[config.mk]
export PLATFORM = sky130hd
export DESIGN_NAME = bnn_infer_seq
export DESIGN_NICKNAME = d
export VERILOG_FILES = /design/src/rtl/bnn_infer_seq.sv
export SDC_FILE = /design/constraint.sdc
export NUM_CORES = 2
export LEC_CHECK = 0
export CAP_MARGIN = 25
export CORE_AREA = 2 2 313 315
export DETAILED_ROUTE_END_ITERATION = 16
export DIE_AREA = 0 0 315 317
export PLACE_DENSITY_LB_ADDON = 0.2
export SLEW_MARGIN = 20
export SYNTH_ARGS = -nofsm -noshare
export SYNTH_HDL_FRONTEND = slang
export SYNTH_SLANG_ARGS = --single-unit
[constraint.sdc]
create_clock -name clk -period 5 [get_ports clk]
set_input_delay 1 -clock clk [delete_from_list [all_inputs] [get_ports clk]]
set_output_delay 1 -clock clk [all_outputs]
set_load 0.01 [all_outputs]
[src/rtl/bnn_infer_seq.sv]
// bnn_infer_seq: pixel stream assembler and N-layer BNN engine sequencer.
// Optional watchdog/ERR state: define BNN_INFER_SEQ_TIMEOUT_EN.
module bnn_infer_seq #(
   parameter int NUM_PIXELS = 784,
   parameter int LANES      = 1,
   parameter int NUM_LAYERS = 3,
   parameter int ANS_W      = 4,
   parameter int TIMEOUT_W  = 16
) (
   input  logic                  clk,
   input  logic                  rst_n,
   input  logic                  mode,
   input  logic                  pix_valid,
   input  logic [LANES-1:0]      pix_data,
   output logic                  pix_ready,
   output logic [NUM_PIXELS-1:0] pixels,
   output logic [NUM_LAYERS-1:0] layer_start,
   input  logic [NUM_LAYERS-1:0] layer_done,
   input  logic [ANS_W-1:0]      answer_in,
   output logic [ANS_W-1:0]      answer,
   output logic                  answer_valid,
   output logic                  busy,
   output logic [2:0]            state,
   output logic                  error
);

   localparam int BEATS = NUM_PIXELS / LANES;
   localparam int CNT_W = (BEATS > 1) ? $clog2(BEATS) : 1;
   localparam int IDX_W = (NUM_LAYERS > 1) ? $clog2(NUM_LAYERS) : 1;
   localparam logic [CNT_W-1:0] LAST_BEAT = CNT_W'(BEATS - 1);
   localparam logic [IDX_W-1:0] LAST_IDX  = IDX_W'(NUM_LAYERS - 1);

   typedef enum logic [2:0] {
      S_IDLE = 3'd0,
      S_LOAD = 3'd1,
      S_RUN  = 3'd2,
      S_DONE = 3'd3,
      S_ERR  = 3'd4
   } state_e;

   state_e                state_q, state_d;
   logic [NUM_PIXELS-1:0] pixels_q, pixels_d;
   logic [CNT_W-1:0]      cnt_q, cnt_d;
   logic [IDX_W-1:0]      idx_q, idx_d;
   logic [ANS_W-1:0]      answer_q, answer_d;
   logic                  ans_vld_q, ans_vld_d;
   logic                  pend_q, pend_d;

   logic beat_acc;
   logic last_beat;
   logic done_hit;
   logic last_layer;
   logic wdog_exp;

   assign beat_acc   = (state_q == S_LOAD) && mode && pix_valid;
   assign last_beat  = (cnt_q == LAST_BEAT);
   assign done_hit   = (state_q == S_RUN) && layer_done[idx_q];
   assign last_layer = (idx_q == LAST_IDX);

`ifdef BNN_INFER_SEQ_TIMEOUT_EN
   logic [TIMEOUT_W-1:0] wdog_q, wdog_d;

   // Cleared while a start pulse is out, so a stale count never expires.
   always_comb begin
      wdog_d = wdog_q;
      if (state_q == S_RUN) begin
         wdog_d = pend_q ? '0 : wdog_q + 1'b1;
      end
   end

   assign wdog_exp = (state_q == S_RUN) && !pend_q && (&wdog_q);

   always_ff @(posedge clk or negedge rst_n) begin
      if (!rst_n) begin
         wdog_q <= '0;
      end else begin
         wdog_q <= wdog_d;
      end
   end
`else
   logic [TIMEOUT_W-1:0] unused_wdog;
   assign unused_wdog = '0;
   assign wdog_exp    = 1'b0;
`endif

   always_ff @(posedge clk or negedge rst_n) begin
      if (!rst_n) begin
         state_q <= S_IDLE;
      end else begin
         state_q <= state_d;
      end
   end

   always_comb begin
      state_d = state_q;
      unique case (state_q)
         S_IDLE: begin
            if (mode) state_d = S_LOAD;
         end
         S_LOAD: begin
            if (!mode) begin
               state_d = S_IDLE;
            end else if (beat_acc && last_beat) begin
               state_d = S_RUN;
            end
         end
         S_RUN: begin
            if (done_hit) begin
               if (last_layer) state_d = S_DONE;
            end else if (wdog_exp) begin
               state_d = S_ERR;
            end
         end
         S_DONE: begin
            if (!mode) state_d = S_IDLE;
         end
         S_ERR: begin
            if (!mode) state_d = S_IDLE;
         end
         default: state_d = S_IDLE;
      endcase
   end

   always_comb begin
      pixels_d  = pixels_q;
      cnt_d     = cnt_q;
      idx_d     = idx_q;
      answer_d  = answer_q;
      ans_vld_d = ans_vld_q;
      pend_d    = 1'b0;
      unique case (state_q)
         S_IDLE: begin
            if (mode) begin
               cnt_d     = '0;
               ans_vld_d = 1'b0;
            end
         end
         S_LOAD: begin
            if (!mode) begin
               cnt_d = '0;
            end else if (beat_acc) begin
               pixels_d[cnt_q*LANES +: LANES] = pix_data;
               cnt_d = cnt_q + 1'b1;
               if (last_beat) begin
                  cnt_d  = '0;
                  idx_d  = '0;
                  pend_d = 1'b1;
               end
            end
         end
         S_RUN: begin
            if (done_hit) begin
               if (last_layer) begin
                  answer_d  = answer_in;
                  ans_vld_d = 1'b1;
               end else begin
                  idx_d  = idx_q + 1'b1;
                  pend_d = 1'b1;
               end
            end else if (wdog_exp) begin
               ans_vld_d = 1'b0;
            end
         end
         default: begin
         end
      endcase
   end

   always_ff @(posedge clk or negedge rst_n) begin
      if (!rst_n) begin
         pixels_q  <= '0;
         cnt_q     <= '0;
         idx_q     <= '0;
         answer_q  <= '0;
         ans_vld_q <= 1'b0;
         pend_q    <= 1'b0;
      end else begin
         pixels_q  <= pixels_d;
         cnt_q     <= cnt_d;
         idx_q     <= idx_d;
         answer_q  <= answer_d;
         ans_vld_q <= ans_vld_d;
         pend_q    <= pend_d;
      end
   end

   always_comb begin
      pix_ready   = (state_q == S_LOAD);
      busy        = (state_q == S_LOAD) || (state_q == S_RUN);
      layer_start = '0;
      if ((state_q == S_RUN) && pend_q) begin
         layer_start[idx_q] = 1'b1;
      end
`ifdef BNN_INFER_SEQ_TIMEOUT_EN
      error = (state_q == S_ERR);
`else
      error = 1'b0;
`endif
   end

   assign state        = state_q;
   assign pixels       = pixels_q;
   assign answer       = answer_q;
   assign answer_valid = ans_vld_q;

endmodule
### Word-level counts from Yosys, hierarchy flattened

Index checks and enable logic that the tools add are counted.

| word-level totals | value |
|---|---|
| output and inout port bits | 798 |
| register bits after elaboration | 805 |
| input bits | 12 |

| operators by class | value |
|---|---|
| shifts and indexed selects | 2 |
| eq/ne operators | 16 |
| add/sub/neg operators | 3 |
| mux-type cells | 34 |
| reduce and logical (&&, ||, !) cells | 18 |
| order comparisons | 2 |

Operators by type and width:

| kind | count |
|---|---|
| bitwise mux 784 bit | 1 |
| variable shift 1 x 34 -> 784 bit, first input constant | 1 |
| indexed part select 1 x 34 -> 784 bit | 1 |
| two-way mux 10 bit | 4 |
| negator 10 -> 34 bit | 1 |
| two-way mux 3 bit | 7 |
| case mux 10 bit (2 select lines) | 1 |
| != test 2 bit, second input constant | 6 |
| case mux 3 bit (4 select lines) | 1 |
| adder 10 x 1 -> 10 bit, second input constant | 1 |
| == test 10 bit, second input constant | 1 |
| two-way mux 1 bit | 10 |
| two-way mux 2 bit | 5 |
| AND reduction 3 bit | 3 |
| == test 3 x 2 -> 1 bit, second input constant | 2 |
| logical AND 1 bit | 6 |
| != test 3 x 2 -> 1 bit, second input constant | 2 |
| AND reduction 6 bit | 1 |
| nonzero test 2 bit | 3 |
| AND reduction 5 bit | 1 |
| != test 2 x 1 -> 1 bit, second input constant | 2 |
| case mux 1 bit (2 select lines) | 2 |
| case mux 2 bit (2 select lines) | 1 |
| AND reduction 4 bit | 1 |
| 11 further kinds | 11 |

### Depth between registers and ports, before layout

| logic depth | value |
|---|---|
| depth in word-level cells | 7 |
| gate-level depth with buffers | 16 |

### Worst setup path before layout

No wires, ideal clock.

| timing | value |
|---|---|
| kind | reg2reg |
| from | register cnt_q[3] |
| to | register pixels_q[766], in the netlist pixels[766] |
| library setup time | 0.125 ns |
| slack | 1.320 ns |
| arrival time | 3.555 ns |
| data required time | 4.875 ns |
| path buffers | 4 |
| stages on the path, launching flop included | 14 |
| cell sequence | dfrtp_1 -> buf_6 -> nor4_1 -> nand2_1 -> nor2_1 -> ha_1 -> clkbuf_1 -> nand4b_1 -> nor3_2 -> nand2_1 -> buf_2 -> buf_1 -> nor3_1 -> mux2_2 |

| between the ends | value |
|---|---|
| cells in the longest elaborated chain, start to end | 3 |

Ends and longest elaborated chain:

| element | RTL line | source |
|---|---|---|
| from (decl) | 43 | `logic [CNT_W-1:0] cnt_q, cnt_d;` |
| from (signal assigned) | 179 | `cnt_q <= cnt_d;` |
| negator 10 -> 34 bit * | 142 | `pixels_d[cnt_q*LANES +: LANES] = pix_data;` |
| indexed part select 1 x 34 -> 784 bit or variable shift 1 x 34 -> 784 bit (tied branches) | 142 |  |
| bitwise mux 784 bit * | 142 |  |
| to (signal assigned) | 178 | `pixels_q <= pixels_d;` |
| to (decl) | 42 | `logic [NUM_PIXELS-1:0] pixels_q, pixels_d;` |

Mark *: on every way between the ends. The rest lies on a longest branch, timed or not.
A chain may end at the register's enable or synchronous reset.

### Final worst setup path

| timing | value |
|---|---|
| from | register cnt_q[0] |
| to | register pixels_q[73], in the netlist pixels[73] |

Same word-level chain as after synthesis.

==> impl_metrics.py <==
metrics = {
    "worst_setup_path": {
        "critical_path.endpoint": "pixels[73]$_DFFE_PN0P_",
        "worst-path-stages": 7,
        "rr_endpoint": "pixels[73]$_DFFE_PN0P_",
        "cp.buffers_inverters": 1,
        "setup.reg_to_reg.worst_slack_ps": 370,
        "crit_required_ps": 5550,
        "crit-reg2reg-launch": "cnt_q[0]$_DFFE_PN0P_",
        "path_cells": "inv_1 -> ha_1 -> xnor2_1 -> nand3_1 -> nor2_1 -> nand2_1 -> o41ai_1",
        "reg2regPathDepth": 7,
        "endpoint_kind": "flip-flop",
        "worst-path-max-fanout": 23,
        "crit_family": "simple AND/OR/NAND/NOR gates",
        "critical_path.startpoint": "cnt_q[0]$_DFFE_PN0P_",
        "cp_data_arrival_time_ps": 5180,
        "crit_path_start_kind": "flip-flop",
        "worst-setup-path-type": "reg2reg",
        "cp_slowest_stage_delay_ps": 790,
        "crit_path_max_delay_cell_type": "sky130_fd_sc_hd__dfrtp_1",
    },
    "power": {
        "seq_power_share_pct": 35.4,
        "power.switching_mw": 6.77,
        "p_int_mw": 11.9,
        "ir_drop_mv": 0.247,
        "clock_power_share_pct": 39.2,
        "combinational_power_share_pct": 25.4,
        "swShare_pct": 36.3,
        "standby_leakage_power_nw": 20.3,
        "power.density_cell_area_nw_per_um2": 377,
    },
    "sta": {
        "finalCriticalPeriod_ps": 4630,
        "final_critical_path_setup_slack_ps": 373,
        "unrepaired_setup_endpoints_after_global_routing": "no",
        "max_slew_margin_pct": 26.4,
        "setup_total_negative_slack_ps": 0,
        "tightest_slew_ps": 1100,
        "holdWs_ps": 380,
        "timing_hold_violations_final": 0,
        "timing.final.max_slew_violations": 0,
        "setup_violations": 0,
        "skew_ps": 17.6,
        "part_of_the_cycle_the_worst_path_needs_pct": 92.5,
        "maximum_operating_frequency_mhz": 216,
    },
    "clock_network": {
        "cts-resized-gates": 0,
        "cts.sink_count": 804,
        "post_cts.repair.setup_buffers": 0,
        "worst_skew_pair.late_latency_ps": 680,
        "tritoncts": "built",
        "htreeDepth": 3,
        "cts.reportedPaths.clkPinSlew_ps": 60,
        "ctsLongestPathBuffers": 3,
        "cts_hold_repair.buffers": 0,
        "cts_inserted_buffers": 90,
        "cts-root-buf": "sky130_fd_sc_hd__clkbuf_16",
    },
    "global_routing": {
        "grt_pass1_wl_um": 247000,
        "grt_antenna_before_repair": 6,
        "grt_use_total_pct": 34.1,
        "number_of_global_route_vias_before_repair": 32600,
        "grt_max_degree": 97,
        "overflow": 0,
    },
    "yosys": {
        "synth_flop_cell": "sky130_fd_sc_hd__dfrtp_1",
        "proportion_of_netlist_area_held_by_the_largest_area_contributor_pct": 55.3,
        "synth_area_sq_um": 36400,
        "synth_top_cells_by_count": "804 x sky130_fd_sc_hd__dfrtp_1, 534 x sky130_fd_sc_hd__o21ai_0, 287 x sky130_fd_sc_hd__o31ai_1",
        "yosys_warnings": 0,
        "yosysTopAreaCell": "sky130_fd_sc_hd__dfrtp_1",
        "ffs_latches_synth": 804,
        "synth_most_common_cell": "sky130_fd_sc_hd__dfrtp_1",
        "synthesis.instances": 3453,
        "synth_enable_flop_cells": 0,
        "unique_masters_post_synth": 77,
        "cell_types_with_the_largest_area_share_after_synthesis": "sky130_fd_sc_hd__dfrtp_1 55%, sky130_fd_sc_hd__o21ai_0 7.3%, sky130_fd_sc_hd__mux2_2 6.9%",
        "synth_async_sr_flop_share_pct": 100,
        "ys_seq_area_share_pct": 55.3,
        "synth.avg_cell_area_sq_um": 10.5,
    },
    "finish": {
        "drive_gt1_share_pct": 14.7,
        "final_net_count": 4184,
        "finish.utilization_pct": 51.5,
        "fillerInstances": 8801,
        "final_cell_area_sq_um": 49600,
        "syn2layout_area_growth_pct": 36.2,
    },
    "run": {
        "maxCapViolations": 0,
    },
    "drt": {
        "post_drt_via_cell_ratio": 6.12,
        "post_drt_wl_per_cell_um": 31.7,
        "drt_iter0_drc": 3191,
        "wl_um": 175000,
        "vias": 33700,
        "drt_pass1_iterations": 6,
        "remaining_design_rule_violation_count": 0,
        "final_antenna_net_count": 0,
    },
    "die": {
        "num_io_pins": 810,
        "rows": 114,
        "design.die.area_sq_um": 99900,
        "die_w_um": 315,
        "floorplan.initialDensity_pct": 37.8,
        "core_area_sq_um": 96300,
        "floorplan.die.height_um": 317,
    },
    "placement": {
        "placement.io_buffers": 807,
        "pre_cts_slack_ps": 541,
        "place_congestion": 0.929,
        "detailed_place.area_sq_um": 46300,
        "post-dp-hpwl_um": 126000,
    },
    "worst_hold_path": {
        "hold_class": "in2async",
    },
    "run_status": {
        "run_status": "completed",
    },
}
[worst min path at each step]
stage | end | slack, ps | cells after the start
final | pixels[751]$_DFFE_PN0P_ | 380 | 1
after global routing | pixels[751]$_DFFE_PN0P_ | 460 | 1
after CTS | pixels[751]$_DFFE_PN0P_ | 410 | 1
after detailed placement | pixels[305]$_DFFE_PN0P_ | 480 | 2
after global placement | pixels[509]$_DFFE_PN0P_ | 480 | 2
after floorplan | pixels[305]$_DFFE_PN0P_ | 510 | 2
[metal layers]
metal | track usage [%] | share of wire [%] | vias up
met5 | 0 | 0.012 | -
met2 | 54.7 | 47 | 1751
li1 | - | - | 14500
met4 | 14.5 | 4.6 | 4
met1 | 43.5 | 39 | 17200
met3 | 9.21 | 9.4 | 313
[placed cells by master (no fill, tap or decap), types with 8 or more instances in the layout]
master / synthesis / layout
sky130_fd_sc_hd__or3_1: 14 / 14
sky130_fd_sc_hd__mux2_2: 224 / 224
sky130_fd_sc_hd__nor3_1: 227 / 225
sky130_fd_sc_hd__clkbuf_1: 286 / 16
sky130_fd_sc_hd__clkbuf_16: 0 / 92
sky130_fd_sc_hd__or4_1: 26 / 26
sky130_fd_sc_hd__nand2_4: 0 / 8
sky130_fd_sc_hd__nand2_1: 225 / 208
sky130_fd_sc_hd__and3_1: 13 / 12
sky130_fd_sc_hd__nor4_1: 15 / 15
sky130_fd_sc_hd__a21oi_1: 15 / 14
sky130_fd_sc_hd__nand3_1: 108 / 103
sky130_fd_sc_hd__nand2_2: 0 / 9
sky130_fd_sc_hd__o31ai_1: 287 / 287
sky130_fd_sc_hd__mux2i_1: 15 / 15
sky130_fd_sc_hd__buf_12: 0 / 11
sky130_fd_sc_hd__nand4_1: 26 / 26
sky130_fd_sc_hd__ha_1: 11 / 11
sky130_fd_sc_hd__buf_4: 2 / 170
sky130_fd_sc_hd__dfrtp_1: 804 / 804
sky130_fd_sc_hd__clkbuf_8: 0 / 19
sky130_fd_sc_hd__o41ai_1: 266 / 266
sky130_fd_sc_hd__nand2b_1: 10 / 10
sky130_fd_sc_hd__clkinv_2: 0 / 15
sky130_fd_sc_hd__inv_1: 24 / 24
sky130_fd_sc_hd__o21ai_0: 534 / 534
sky130_fd_sc_hd__nor2_1: 121 / 119
sky130_fd_sc_hd__clkdlybuf4s50_1: 0 / 806
sky130_fd_sc_hd__bufinv_16: 0 / 15
[through the flow]
stage | total power, mW | cells
after floorplan | 8.89 | 3454
after global placement | 11.3 | 5342
after detailed placement | 11.4 | 5343
after CTS | 18.7 | 5508
after global routing | 19.1 | 5510
final | 18.7 | 5513
[state kept, by name, summed over array words and instances, names as in the netlist]
name / cells
pend_q: 1
idx_q: 2
pixels: 784
answer: 4
state: 2
answer_valid: 1
cnt_q: 10
[worst register-to-register path, stage by stage (launching register included)]
cell and delay (ps):
sky130_fd_sc_hd__dfrtp_1 790, sky130_fd_sc_hd__inv_1 220, sky130_fd_sc_hd__ha_1 500, sky130_fd_sc_hd__xnor2_1 710, sky130_fd_sc_hd__nand3_1 380, sky130_fd_sc_hd__nor2_1 630
sky130_fd_sc_hd__nand2_1 710, sky130_fd_sc_hd__o41ai_1 570
[area by class of cell]
| class | instances | area [sq um] | area share (%) |
|---|---|---|---|
| timing repair buffer | 990 | 9600 | 19.4 |
| sequential | 804 | 20100 | 40.6 |
| clock buffer | 127 | 2620 | 5.29 |
| multi-input combinational | 2251 | 14900 | 30.1 |
| clock inverter | 38 | 617 | 1.24 |
| tap | 1276 | 1600 | 3.22 |
| antenna | 3 | 7.51 | 0.0151 |
| inverter | 24 | 90.1 | 0.182 |
[power groups by stage]
stage	Combinational (mW)	Clock [mW]	Sequential [mW]
2_1_floorplan	2.17	0	6.72
3_3_place_gp	4.61	0	6.74
3_5_place_dp	4.62	0	6.74
4_1_cts	4.63	7.41	6.62
5_1_grt	4.88	7.64	6.63
6_report	4.74	7.32	6.62
[cells by family after synthesis]
| kind of cell | share of synthesized area, % |
|---|---|
| other | 0.0103 |
| buffers and inverters | 4.34 |
| multiplexers | 7.34 |
| AND/OR/NAND/NOR | 11.0 |
| AO/OA/AOI/OAI | 21.3 |
| adder cells (fa/ha/maj) | 0.378 |
| XOR/XNOR | 0.313 |
| flip-flops | 55.3 |
Note: power is estimated with default switching activity, not from simulation.
